==> src/rtl/serial_pkg.sv <==
// serial_pkg
//   Shared definitions for the serial link receive path.
//   - state_t            : receiver FSM states
//   - SERIAL_DATA_BITS   : data bits per frame (LSB first on the wire)
//   - SERIAL_IDLE_LEVEL  : line level when no frame is in flight
package serial_pkg;

    localparam int   SERIAL_DATA_BITS  = 8;
    localparam logic SERIAL_IDLE_LEVEL = 1'b1;

    // PARITY is only reachable when SERIAL_RX_PARITY_EN is defined; the
    // encoding is kept in both builds so debug views decode identically.
    typedef enum logic [2:0] {
        IDLE      = 3'd0,
        START     = 3'd1,
        DATA      = 3'd2,
        PARITY    = 3'd3,
        STOP      = 3'd4,
        WAIT_HIGH = 3'd5
    } state_t;

endpackage

==> src/rtl/bit_sync.sv <==
// bit_sync
//   Two-flop synchronizer for a single asynchronous input. Both flops reset
//   to the idle line level so a reset never looks like a start bit.
//   Ports:
//     clk - system clock, falling-edge active
//     rst - asynchronous active-high reset
//     d   - asynchronous input
//     q   - synchronized output (two falling edges of latency)
module bit_sync
    import serial_pkg::*;
(
    input  logic clk,
    input  logic rst,
    input  logic d,
    output logic q
);

    logic meta;

    always_ff @(negedge clk or posedge rst) begin
        if (rst) begin
            meta <= SERIAL_IDLE_LEVEL;
            q    <= SERIAL_IDLE_LEVEL;
        end else begin
            meta <= d;
            q    <= meta;
        end
    end

endmodule

==> src/rtl/serial_frame_rx.sv <==
// serial_frame_rx
//   Receives start / 8 data bits (LSB first) / optional even parity / stop
//   frames on rxd and holds each good byte for the host.
//   Optional feature macro: SERIAL_RX_PARITY_EN (adds the parity bit and the
//   PARITY state; parity_err is tied 0 when the macro is undefined).
//   Ports:
//     clk        - system clock; all state changes on the falling edge
//     rst        - asynchronous active-high reset
//     rxd        - serial line, idle high, asynchronous to clk
//     rd         - read strobe, acknowledges the held byte
//     data_out   - last good byte received
//     valid      - a byte is held and unread
//     busy       - a frame is in progress (registered copy of state != IDLE)
//     frame_err  - one-cycle pulse, stop bit sampled low
//     overrun    - one-cycle pulse, good frame landed on an unread byte
//     parity_err - one-cycle pulse, parity mismatch
//     state_dbg  - current FSM state encoding (serial_pkg::state_t)
//
//   Host handshake: valid rises when a good byte is loaded and stays high
//   until the host asserts rd for a cycle; rd while valid is low is ignored,
//   and a load on the same edge as rd wins (valid stays high, no overrun).
module serial_frame_rx
    import serial_pkg::*;
#(
    parameter int CLKS_PER_BIT = 16
) (
    input  logic       clk,
    input  logic       rst,
    input  logic       rxd,
    input  logic       rd,
    output logic [7:0] data_out,
    output logic       valid,
    output logic       busy,
    output logic       frame_err,
    output logic       overrun,
    output logic       parity_err,
    output logic [2:0] state_dbg
);

    localparam int CW = $clog2(CLKS_PER_BIT);
    localparam logic [CW-1:0] HALF_M1   = CW'(CLKS_PER_BIT / 2 - 1);
    localparam logic [CW-1:0] BIT_M1    = CW'(CLKS_PER_BIT - 1);
    localparam logic [2:0]    LAST_DBIT = 3'(SERIAL_DATA_BITS - 1);

    logic rxs;

    bit_sync u_sync (
        .clk (clk),
        .rst (rst),
        .d   (rxd),
        .q   (rxs)
    );

    state_t                      state, state_nxt;
    logic [CW-1:0]               cnt, cnt_nxt;
    logic [2:0]                  dcnt, dcnt_nxt;
    logic [SERIAL_DATA_BITS-1:0] shreg, shreg_nxt;
    // Frame outcome, registered on the stop-sample edge and applied to the
    // host outputs one edge later.
    logic                        done_good, good_nxt;
    logic                        done_ferr, ferr_nxt;
    logic                        bit_end;
    logic                        parity_ok;

`ifdef SERIAL_RX_PARITY_EN
    logic par_bit, par_nxt;
    logic done_perr, perr_nxt;

    // Even parity: data bits plus parity bit must XOR to zero.
    assign parity_ok = ~(^{shreg, par_bit});
`else
    assign parity_ok = 1'b1;
`endif

    // Mid-bit sample point once the start-bit half period has been consumed.
    assign bit_end   = (cnt == BIT_M1);
    assign state_dbg = state;

    always_ff @(negedge clk or posedge rst) begin
        if (rst) begin
            state     <= IDLE;
            cnt       <= '0;
            dcnt      <= '0;
            shreg     <= '0;
            done_good <= 1'b0;
            done_ferr <= 1'b0;
`ifdef SERIAL_RX_PARITY_EN
            par_bit   <= 1'b0;
            done_perr <= 1'b0;
`endif
        end else begin
            state     <= state_nxt;
            cnt       <= cnt_nxt;
            dcnt      <= dcnt_nxt;
            shreg     <= shreg_nxt;
            done_good <= good_nxt;
            done_ferr <= ferr_nxt;
`ifdef SERIAL_RX_PARITY_EN
            par_bit   <= par_nxt;
            done_perr <= perr_nxt;
`endif
        end
    end

    always_comb begin
        state_nxt = state;
        cnt_nxt   = cnt;
        dcnt_nxt  = dcnt;
        shreg_nxt = shreg;
        good_nxt  = 1'b0;
        ferr_nxt  = 1'b0;
`ifdef SERIAL_RX_PARITY_EN
        par_nxt   = par_bit;
        perr_nxt  = 1'b0;
`endif
        case (state)
            IDLE: begin
                cnt_nxt  = '0;
                dcnt_nxt = '0;
                if (rxs != SERIAL_IDLE_LEVEL) begin
                    state_nxt = START;
                end
            end
            START: begin
                // Re-check the line at the middle of the start bit; a high
                // level there means it was a glitch.
                if (cnt == HALF_M1) begin
                    cnt_nxt   = '0;
                    state_nxt = (rxs == SERIAL_IDLE_LEVEL) ? IDLE : DATA;
                end else begin
                    cnt_nxt = cnt + 1'b1;
                end
            end
            DATA: begin
                cnt_nxt = bit_end ? '0 : cnt + 1'b1;
                if (bit_end) begin
                    shreg_nxt = {rxs, shreg[SERIAL_DATA_BITS-1:1]};
                    dcnt_nxt  = dcnt + 3'd1;
                    if (dcnt == LAST_DBIT) begin
`ifdef SERIAL_RX_PARITY_EN
                        state_nxt = PARITY;
`else
                        state_nxt = STOP;
`endif
                    end
                end
            end
`ifdef SERIAL_RX_PARITY_EN
            PARITY: begin
                cnt_nxt = bit_end ? '0 : cnt + 1'b1;
                if (bit_end) begin
                    par_nxt   = rxs;
                    state_nxt = STOP;
                end
            end
`endif
            STOP: begin
                cnt_nxt = bit_end ? '0 : cnt + 1'b1;
                if (bit_end) begin
`ifdef SERIAL_RX_PARITY_EN
                    perr_nxt = ~parity_ok;
`endif
                    if (rxs == SERIAL_IDLE_LEVEL) begin
                        good_nxt  = parity_ok;
                        state_nxt = IDLE;
                    end else begin
                        // Line held low past the stop bit (break or noise):
                        // wait for it to return high before hunting again.
                        ferr_nxt  = 1'b1;
                        state_nxt = WAIT_HIGH;
                    end
                end
            end
            WAIT_HIGH: begin
                cnt_nxt = '0;
                if (rxs == SERIAL_IDLE_LEVEL) begin
                    state_nxt = IDLE;
                end
            end
            default: begin
                state_nxt = IDLE;
                cnt_nxt   = '0;
                dcnt_nxt  = '0;
            end
        endcase
    end

    always_ff @(negedge clk or posedge rst) begin
        if (rst) begin
            data_out  <= 8'h00;
            valid     <= 1'b0;
            busy      <= 1'b0;
            frame_err <= 1'b0;
            overrun   <= 1'b0;
        end else begin
            busy      <= (state != IDLE);
            frame_err <= done_ferr;
            overrun   <= 1'b0;
            if (done_good) begin
                data_out <= shreg;
                valid    <= 1'b1;
                // A read on the load edge consumed the old byte in time.
                overrun  <= valid & ~rd;
            end else if (rd) begin
                valid <= 1'b0;
            end
        end
    end

`ifdef SERIAL_RX_PARITY_EN
    always_ff @(negedge clk or posedge rst) begin
        if (rst) begin
            parity_err <= 1'b0;
        end else begin
            parity_err <= done_perr;
        end
    end
`else
    assign parity_err = 1'b0;
`endif

endmodule

==> config.mk <==
export PLATFORM = sky130hd
export DESIGN_NAME = serial_frame_rx
export DESIGN_NICKNAME = d
export VERILOG_FILES = /design/src/rtl/serial_pkg.sv /design/src/rtl/bit_sync.sv /design/src/rtl/serial_frame_rx.sv
export SDC_FILE = /design/constraint.sdc
export NUM_CORES = 1
export LEC_CHECK = 0
export CORE_UTILIZATION = 45
export DETAILED_ROUTE_END_ITERATION = 10
export GPL_TIMING_DRIVEN = 0
export PLACE_DENSITY_LB_ADDON = 0.2
export SLEW_MARGIN = 20
export SYNTH_ARGS = -nofsm -noshare
export SYNTH_HDL_FRONTEND = slang
export SYNTH_SLANG_ARGS = --single-unit
==> constraint.sdc <==
create_clock -name clk -period 1.7 [get_ports clk]
set_input_delay 0.255 -clock clk [delete_from_list [all_inputs] [get_ports clk]]
set_output_delay 0.255 -clock clk [all_outputs]
set_load 0.05 [all_outputs]
# Word level (Yosys, flattened, before mapping)

Index checks and enable logic that the tools add are counted.

Bits in read-only memories: 0
Memories: 0
Input bits: 4
Bits in registers: 34
Latch bits: 0
Memory bits (writable): 0
Word-level logic and storage cells: 62
Output and inout port bits: 16

$lt $le $gt $ge: 0
Bitwise logic cells: 3
Reduce and logical (&&, ||, !) cells: 8
Div/mod/pow operators: 0
Equality and inequality tests: 13
Muxes and demuxes: 23
Add/sub/neg operators: 2
Shift operators: 0
Multipliers: 0

Operator list:

| kind                                                                     | count |
|---|---|
| 3-bit 2-to-1 mux                                                         | 8 |
| 3-bit case mux with 5 select lines                                       | 1 |
| 2-bit inequality test (second input constant)                            | 5 |
| 3-bit == test (second input constant)                                    | 3 |
| 1-bit 2-to-1 mux                                                         | 9 |
| 4-bit 2-to-1 mux                                                         | 2 |
| 4-bit case mux with 2 select lines                                       | 1 |
| 3-bit case mux with 2 select lines                                       | 1 |
| 6-bit AND reduction                                                      | 1 |
| 4-bit by 1-bit adder with 4-bit output (second input constant)           | 1 |
| 4-bit by 3-bit == test with 1-bit output (second input constant)         | 1 |
| 4-bit == test (second input constant)                                    | 1 |
| 2-bit AND reduction                                                      | 2 |
| 3-bit by 1-bit adder with 3-bit output (second input constant)           | 1 |
| 3-bit by 1-bit == test with 1-bit output (second input constant)         | 1 |
| 3-bit by 2-bit == test with 1-bit output (second input constant)         | 1 |
| 3-bit logical NOT                                                        | 1 |
| 3-bit nonzero test                                                       | 1 |
| 3-bit OR reduction                                                       | 1 |
| 2-bit 2-to-1 mux                                                         | 1 |
| 2-bit by 1-bit inequality test with 1-bit output (second input constant) | 1 |
| 1-bit NOT                                                                | 2 |
| 2-bit nonzero test                                                       | 1 |
| 2-bit OR reduction                                                       | 1 |
| 1-bit bitwise AND                                                        | 1 |

# Logic depth before layout (Yosys ltp)

Gate-level depths: netlist (run 1).

Depth in word-level cells: 4
Mapped depth: 5
Mapped depth without buffers: 5

# Cells and area by module

Synthesis (run 1) repeated with hierarchy kept, for this count alone.

Cell total of the unflattened synthesis: 114
Area, all modules: 1455.1 sq um

Modules (own cells, without submodules):

| module          | seq. area each (sq um) | cells each | instances | area an instance (sq um) |
|---|---|---|---|---|
| serial_frame_rx | 800.8                  | 110        | 1         | 1395.1 |
| bit_sync        | 52.6                   | 4          | 1         | 60.1 |

==> qor.csv, run 1 <==
metric,value,unit
CTS Hold Bufs,0,
Num CTS Buffers,5,
die area,3430,um^2
share of the synthesized area in the top cell type,55.6,%
clk sink count,34,
clk slew on worst S/H paths,70,ps
largest net degree at the start of global routing,35,
DP Wirelength,1590,um
CP Class,flop to primary output,
Critical Path AT,1830,ps
starting DRC count in detailed routing,22,
Remaining DRCs,0,
clock skew,56.5,ps
Crit path buffers/inverters,1,
Antenna Cells,0,
Rows,20,
IO Pins,20,
Max VDD drop,0.606,mV
final hold violation count,0,
Vias,982,
DIE HEIGHT,58.6,um
vias in the first global route,911,
crit path launch type,flop,
area of the multi-input gates,593,um^2
die width,58.6,um
ys flop type,dfrtn_1,
wire per inst,14.3,um
CTS H-tree depth,2,
CP max stage cell,dfrtn_1,
Power Density,1100,nW/um^2
CTS tree,built,
GRT overflow,0,
number of port buffers,18,
RSZ-0062 raised after global routing,true,
P_leak,0.939,nW
first-pass GRT wire length,4310,um
"Setup violations, final",22,
total wire length,2650,um
syn avg cell area,13.5,um^2
asr flop ratio synth,100,%
Yosys reg bits,34,
storage element area,853,um^2
worst-path cell chain,buf_6,
top post-synthesis cells by area,"dfrtn_1 56%, mux2_2 14%, dfstp_2 3.6%",
drt via density,5.31,
Synth Net Count,114,
Post-synth EDFFs,0,
core area,3050,um^2
deepest clock path buffer count,2,
Min-Delay Path Class,flop to flop,
Setup WS pre-CTS,-757,ps
Initial Util,47.2,%
"Clk Latency, worst-skew pair",380,ps
filler cell count,258,
antenna violations before repair,0,
CTS root buf,clkbuf_4,
Max stage delay on crit path,470,ps
synth warn,0,
outcome,finished with violations,
"Seq/Total Area, Yosys",59.3,%
Synth cell types,38,
failing checks,negative setup slack,
setup TNS,-5390,ps
"Area growth, synth to finish",28.6,%
ANT nets after route,0,
crit end category,primary output,
biggest area consumer among synthesized cells,dfrtn_1,
gr usage total,18.0,%
cell area after synthesis,1440,um^2
Syn Inst Count,107,
share of post-route cells with drive strength above 1,39.7,%
max-cap violations,0,
Least-Margin Pin Slew,690,ps
Required @ worst endpoint,1440,ps
drt pass-1 iters,5,
Layout Nets,147,
GPL Wtd Cong,0.800,
crit-path leading delay family,flip-flops,
Worst Slack Setup Final,-382,ps
Final Max Tran Viols,0,
critical path peak fanout,3,
Slew HR,53.9,%
-- cell usage after synthesis (2+ instances only) --
library cell   n
and3_1         2
clkbuf_1       3
dfrtn_1       32
dfstp_2        2
ha_1           3
inv_1          4
mux2_2        18
nand2b_1       3
nand3_1        2
nor2_1         2
nor2b_1        2
nor3_1         3
o21ai_0        3
o22ai_1        2
o311a_1        2
xor2_1         2
-- layer usage --
metal	GRT usage (%)	vias up	wire (um)
li1	-	451	-
met3	5.93	13	131
met4	10.2	0	87
met2	25.6	32	1230
met5	0	-	0
met1	24.2	486	1200
-- final timing paths --
kind	from	endpoint	slack (ps)	depth (start not counted)
max in group asynchronous	rst	u_sync.q	130	2
setup reg to reg	state_dbg[0]	shreg[1]	-100	5
min in group asynchronous	rst	data_out[0]	1110	2
setup / recovery	state_dbg[0]	state_dbg[0]	-380	1
hold reg to reg	done_ferr	frame_err	310	0
hold / removal	done_ferr	frame_err	310	0
-- cells by family (layout without fill, tap and decap cells) --
logic type	after synthesis	in the layout	synth area share, %
flops	34	34	59.3
simple gates	24	25	11.4
mux	19	19	14.8
compound gates	15	15	7.82
buf+inv	9	42	2.69
fa+ha+maj	3	3	2.61
xor+xnor	2	2	1.22
other cells	1	1	0.260
-- per-stage QoR --
step | utilization [%] | std cells | hold slack [ps] | area (um^2) | total power, W
final | 60.7 | 185 | 307 | 1850 | 0.00203
after global routing | 60.7 | 185 | 311 | 1850 | 0.00216
after CTS | 58.9 | 182 | 312 | 1800 | 0.00201
after detailed placement | 55.0 | 169 | 296 | 1680 | 0.00149
after global placement | 55.0 | 169 | 295 | 1680 | 0.00147
after floorplan | - | 107 | 292 | 1440 | 0.00136
-- flip-flops by register name, summed over array words and instances (netlist names) --
| register | cells |
|---|---|
| done_ferr | 1 |
| done_good | 1 |
| dcnt | 3 |
| shreg | 8 |
| overrun | 1 |
| frame_err | 1 |
| busy | 1 |
| cnt | 4 |
| u_sync.meta | 1 |
| data_out | 8 |
| valid | 1 |
| state_dbg | 3 |
| u_sync.q | 1 |
-- power by group --
group	internal (W)	total (W)	switching, W	leakage, nW
combinational	0.000253	0.000579	0.000326	0.439
sequential	0.000894	0.000969	0.0000750	0.453
clock	0.000205	0.000480	0.000275	0.0463
total	0.00135	0.00203	0.000676	0.939
-- what timing repair did --
| item | 4_1_cts | 5_1_grt |
|---|---|---|
| resized for setup | 106 | 9 |
| buffers inserted | 4 | 2 |
| setup endpoints to repair | 22 | 23 |
| cloned | 0 | 1 |
| pin swaps | 0 | 3 |
-- final cells by class --
cell class,instances,share of cell area [%]
sequential,34,46.1
inverter,3,0.811
clock buffer,7,2.97
clock inverter,3,0.608
timing repair buffer,24,13.2
multi-input combinational,65,32.0
buffer,5,1.35
tap,44,2.97
-- cell usage in the layout, fill, tap and decap left out, types with 2 or more instances in the layout --
cell type        instances
nor3_1                   3
clkdlybuf4s50_1          3
and3_1                   2
buf_4                    7
mux2_2                  11
dfstp_2                  2
nor2b_1                  2
nand2b_1                 3
clkbuf_4                 5
clkbuf_1                 3
o21ai_0                  3
o311a_1                  2
xor2_1                   2
dfrtn_1                 32
inv_1                    4
nand3_1                  2
ha_1                     3
mux2_4                   7
o22ai_1                  2
nor2_1                   2
buf_6                   15
Power figures use the tool's default switching activity.
==> inputs of run 2 (changes only) <==
SETUP_SLACK_MARGIN = 0.2   (was unset)
==> qor.csv, run 2 (synthesis results as in run 1) <==
metric,value,unit,change
outcome,finished with violations,,
failing checks,negative setup slack,,
RSZ-0062 raised after global routing,true,,
clk slew on worst S/H paths,70,ps,about the same
"Clk Latency, worst-skew pair",360,ps,-20 ps
Max stage delay on crit path,460,ps,about the same
Power Density,1050,nW/um^2,-4.3%
antenna violations before repair,0,,unchanged
share of post-route cells with drive strength above 1,45.0,%,+5.3 points
Min-Delay Path Class,flop to flop,,
Top Registers,"data_out (8), shreg (8), cnt (4)",,
final hold violation count,0,,unchanged
crit-path leading delay family,flip-flops,,
combinational share of power,30.8,%,+2.3 points
Rows,20,,unchanged
Clock power frac,22.3,%,-1.4 points
starting DRC count in detailed routing,22,,unchanged
Required @ worst endpoint,1440,ps,about the same
IO Pins,20,,unchanged
"Area growth, synth to finish",38.1,%,
P_leak,0.999,nW,+6.4%
CP Class,flop to primary output,,
met3 wire length,115,um,-12%
Hold WS,303,ps,-3.48 ps
Final Max Tran Viols,0,,unchanged
number of port buffers,18,,unchanged
clock skew,50.4,ps,-6.18 ps
Design Power,0.00208,W,+2.8%
most frequent cells in the layout,"32 x dfrtn_1, 19 x buf_6, 12 x buf_4, 9 x mux2_4, 9 x mux2_2",,
crit end category,primary output,,
Max VDD drop,0.842,mV,+39%
DP Wirelength,1630,um,+2.3%
clk sink count,34,,unchanged
critical path peak fanout,2,,-1
Remaining DRCs,0,,unchanged
Slew HR,65.4,%,+12 points
sw frac,32.5,%,-0.78 points
GPL Wtd Cong,0.818,,+2.3%
Sequential Power Share,46.9,%,-0.9 points
deepest clock path buffer count,2,,unchanged
DIE HEIGHT,58.6,um,unchanged
cell count after placement,169,,unchanged
uppermost layer routed,met4,,
Post-Layout Cell Count,195,,+5.4%
filler cell count,257,,-0.39%
largest net degree at the start of global routing,18,,-49%
CP max stage cell,dfrtn_1,,
worst-path cell chain,buf_6,,
CTS H-tree depth,2,,unchanged
total wire length,2650,um,about the same
Antenna Cells,0,,unchanged
CTS root buf,clkbuf_4,,
vias in the first global route,967,,+6.1%
ANT nets after route,0,,unchanged
CTS tree,built,,
Least-Margin Pin Slew,519,ps,-171 ps
metal2 WL,1280,um,+4.1%
"most common cell after layout, fill and taps aside",dfrtn_1,,
Num CTS Buffers,5,,unchanged
GRT overflow,0,,unchanged
wire per inst,13.6,um,-5.2%
first-pass GRT wire length,4560,um,+5.9%
crit path launch type,flop,,
Critical Path AT,1800,ps,-30 ps
CTS Hold Bufs,0,,unchanged
drt via density,5.05,,-4.8%
drt pass-1 iters,4,,-1
Layout Nets,157,,+6.8%
"Setup violations, final",15,,-32%
Crit path buffers/inverters,1,,unchanged
Initial Util,47.2,%,unchanged
max-cap violations,0,,unchanged
die area,3430,um^2,unchanged
met1 WL,1180,um,-1.3%
die width,58.6,um,unchanged
placed cell areas,1700,um^2,+0.97%
Switch Pwr,0.000678,W,+0.40%
core area,3050,um^2,unchanged
Internal Dissipation,0.00141,W,+4.0%
Worst Slack Setup Final,-351,ps,+31.3 ps
gr usage total,18.6,%,+0.63 points
Finished Cell Area,1990,um^2,+7.4%
Vias,985,,+0.31%
## run 2: cell types whose count changed in the layout (fill, tap and decap cells not counted), sizes merged
cell	change
buf	+11
clkinvlp	+1
clkbuf	-2
dlygate4sd2	+1
clkdlybuf4s50	-1
## run 2: routing by layer
layer | global-route usage (%) | vias to the layer above
met3 | 5.49 | 8
met1 | 24.8 | 483
met5 | 0 | -
met2 | 26.4 | 27
met4 | 12.2 | 0
li1 | - | 467
## run 2: area by class of cell
| cell class | count | area, um^2 | share of cell area, % |
|---|---|---|---|
| sequential | 34 | 853 | 42.9 |
| multi-input combinational | 65 | 616 | 31.0 |
| timing repair buffer | 33 | 338 | 17.0 |
| clock buffer | 7 | 55.1 | 2.77 |
| tap | 44 | 55.1 | 2.77 |
| buffer | 5 | 37.5 | 1.89 |
| inverter | 3 | 15.0 | 0.755 |
| clock inverter | 3 | 11.3 | 0.566 |
| timing repair inverter | 1 | 7.51 | 0.378 |
## run 2: power by group through the flow
stage | sequential, W | clock [W] | combinational (W)
after CTS | 0.000978 | 0.000481 | 0.000595
final | 0.000979 | 0.000464 | 0.000642
after floorplan | 0.00106 | 0.0000110 | 0.000292
after global routing | 0.000989 | 0.000536 | 0.000703
after detailed placement | 0.000990 | 0.0000110 | 0.000494
after global placement | 0.000982 | 0.0000110 | 0.000486
## run 2: worst paths after layout
check	to	slack, ps	cells past startpoint	startpoint
max	state_dbg[2]	-350	1	state_dbg[2]
min	frame_err	300	0	done_ferr
max reg2reg	shreg[3]	90	4	state_dbg[0]
min in group asynchronous	done_ferr	1110	2	rst
min reg2reg	frame_err	300	0	done_ferr
max in group asynchronous	u_sync.q	310	3	rst
## run 2: metrics by stage
stage | setup TNS (ps) | util (%) | setup WS [ps]
3_5_place_dp | -18110 | 55.5 | -748
5_1_grt | -5350 | 65.1 | -394
3_3_place_gp | -17870 | 55.5 | -741
4_1_cts | -4960 | 62.1 | -369
2_1_floorplan | -2190 | - | -143
6_report | -4750 | 65.1 | -351
## run 2: timing repair
action                                  in CTS  in global routing
pin swaps                                    1                  5
cloned                                       2                  0
endpoints found under the setup margin      60                 29
setup buffers                                8                  7
resized for setup                          116                 10
==> RTL change, RTL diff (flow settings as in run 1) <==
The parameter `CLKS_PER_BIT` goes from 16 to 32.
--- a/src/rtl/serial_frame_rx.sv
+++ b/src/rtl/serial_frame_rx.sv
@@ -24,3 +24,3 @@
 #(
-    parameter int CLKS_PER_BIT = 16
+    parameter int CLKS_PER_BIT = 32
 ) (
Function: same outputs for any inputs over 10 cycles, from zero or initial values and one cycle with rst high; that may be too few to reach the edited logic, so the function may still have changed.
==> RTL change against run 1 <==
Hold slack lost 0.0073 ns. Synthesized area grew 3.1%. Cell count grew 9.2%. Wire length stayed put. Final area rose by 12%. Register-to-register slack lost 0.27 ns. Largest power group unchanged. Sequential cell count up 1. The run still ends with setup timing left. Global-route usage shrank 1.4 points. Power is 11% higher. Worst setup slack gained 0.015 ns.
==> RTL change: results (changes against run 1) <==
stage	metric	value	unit	change
run_status	status	finished, violations left		
run_status	failing checks	setup timing		
grt	gr usage total	0.166		-0.0139
layout	layout cells sized above 1	0.494		+0.0965
layout	synthesis-to-finish area growth	39.4	%	
logic_synthesis	sequential area share after synthesis	0.591		-0.00112
placed_design	setup slack at placement	-0.792	ns	-0.0342 ns
power_and_ir_drop	Net Sw Power	742	uW	+9.8%
timing	endpoints failing setup	32		+45%
placed_design	DP Wirelength	1610	um	+1.6%
grt	largest net degree at the start of global routing	36		+2.9%
routing	Vias	984		+0.20%
grt	vias in the first global route	952		+4.5%
layout	Non-Clock Buffer Area Fraction	0.195		+0.0493
setup_path	Critical Path AT	3.09	ns	+1.26 ns
logic_synthesis	largest cells by area after synthesis	dfrtn_1 56%, mux2_2 13%, ha_1 5.9%		
power_and_ir_drop	Power Sequential	938	uW	-3.2%
power_and_ir_drop	VDD IR max	0.000756	V	+25%
routing	WL per Instance	13.1	um	-8.4%
placed_design	Final GP Congestion	0.739		-7.6%
timing	fin worst setup slack	-0.367	ns	+0.0152 ns
power_and_ir_drop	Sequential Power Share	0.418		-0.060
clock_network	Post-CTS Setup Bufs	10		+6
layout	Buffers, non-clock	42		+45%
power_and_ir_drop	Gate power share	0.361		+0.076
layout	clk tree area frac	0.0344		-0.00137
grt	first-pass GRT wire length	4130	um	-4.2%
logic_synthesis	Yosys reg bits	35		+2.9%
clock_network	post_cts resized	108		+1.9%
logic_synthesis	Yosys cell types	34		-11%
routing	drt pass-1 iters	4		-1
logic_synthesis	mux cell area share after synthesis	0.136		-0.0112
logic_synthesis	Mapped Cells	112		+4.7%
setup_path	crit path from	cnt[0]		
layout	#MultiIn Comb	63		-3.1%
RTL change: changes by cell type after synthesis, moves of 2 or more:
cell,before,now
and3_1,2,4
clkbuf_1,3,1
ha_1,3,7
inv_1,4,9
nand2_1,1,3
nand2b_1,3,0
nor2_1,2,6
nor2b_1,2,0
o311a_1,2,0
xnor2_1,0,2
RTL change: per-layer routing:
layer	routed length, um	GRT usage
met5	0	0
met4	71	0.0714
met3	127	0.0742
met2	1270	0.258
met1	1180	0.197
RTL change: critical path, stage by stage, from the launching register on:
cell and delay [ns]:
dfrtn_1 0.36, ha_2 0.19, and3_4 0.16, ha_4 0.16, or4b_4 0.50, o31ai_4 0.08, a311o_2 0.17, mux2_4 0.29
RTL change: final timing paths:
check / to / slack, ns / cells after the start
min reg2reg: frame_err / 0.30 / 0
max reg2reg: state_dbg[1] / -0.37 / 7
max: state_dbg[1] / -0.37 / 7
min in group asynchronous: data_out[7] / 1.12 / 2
min: frame_err / 0.30 / 0
max in group asynchronous: u_sync.meta / 0.12 / 2
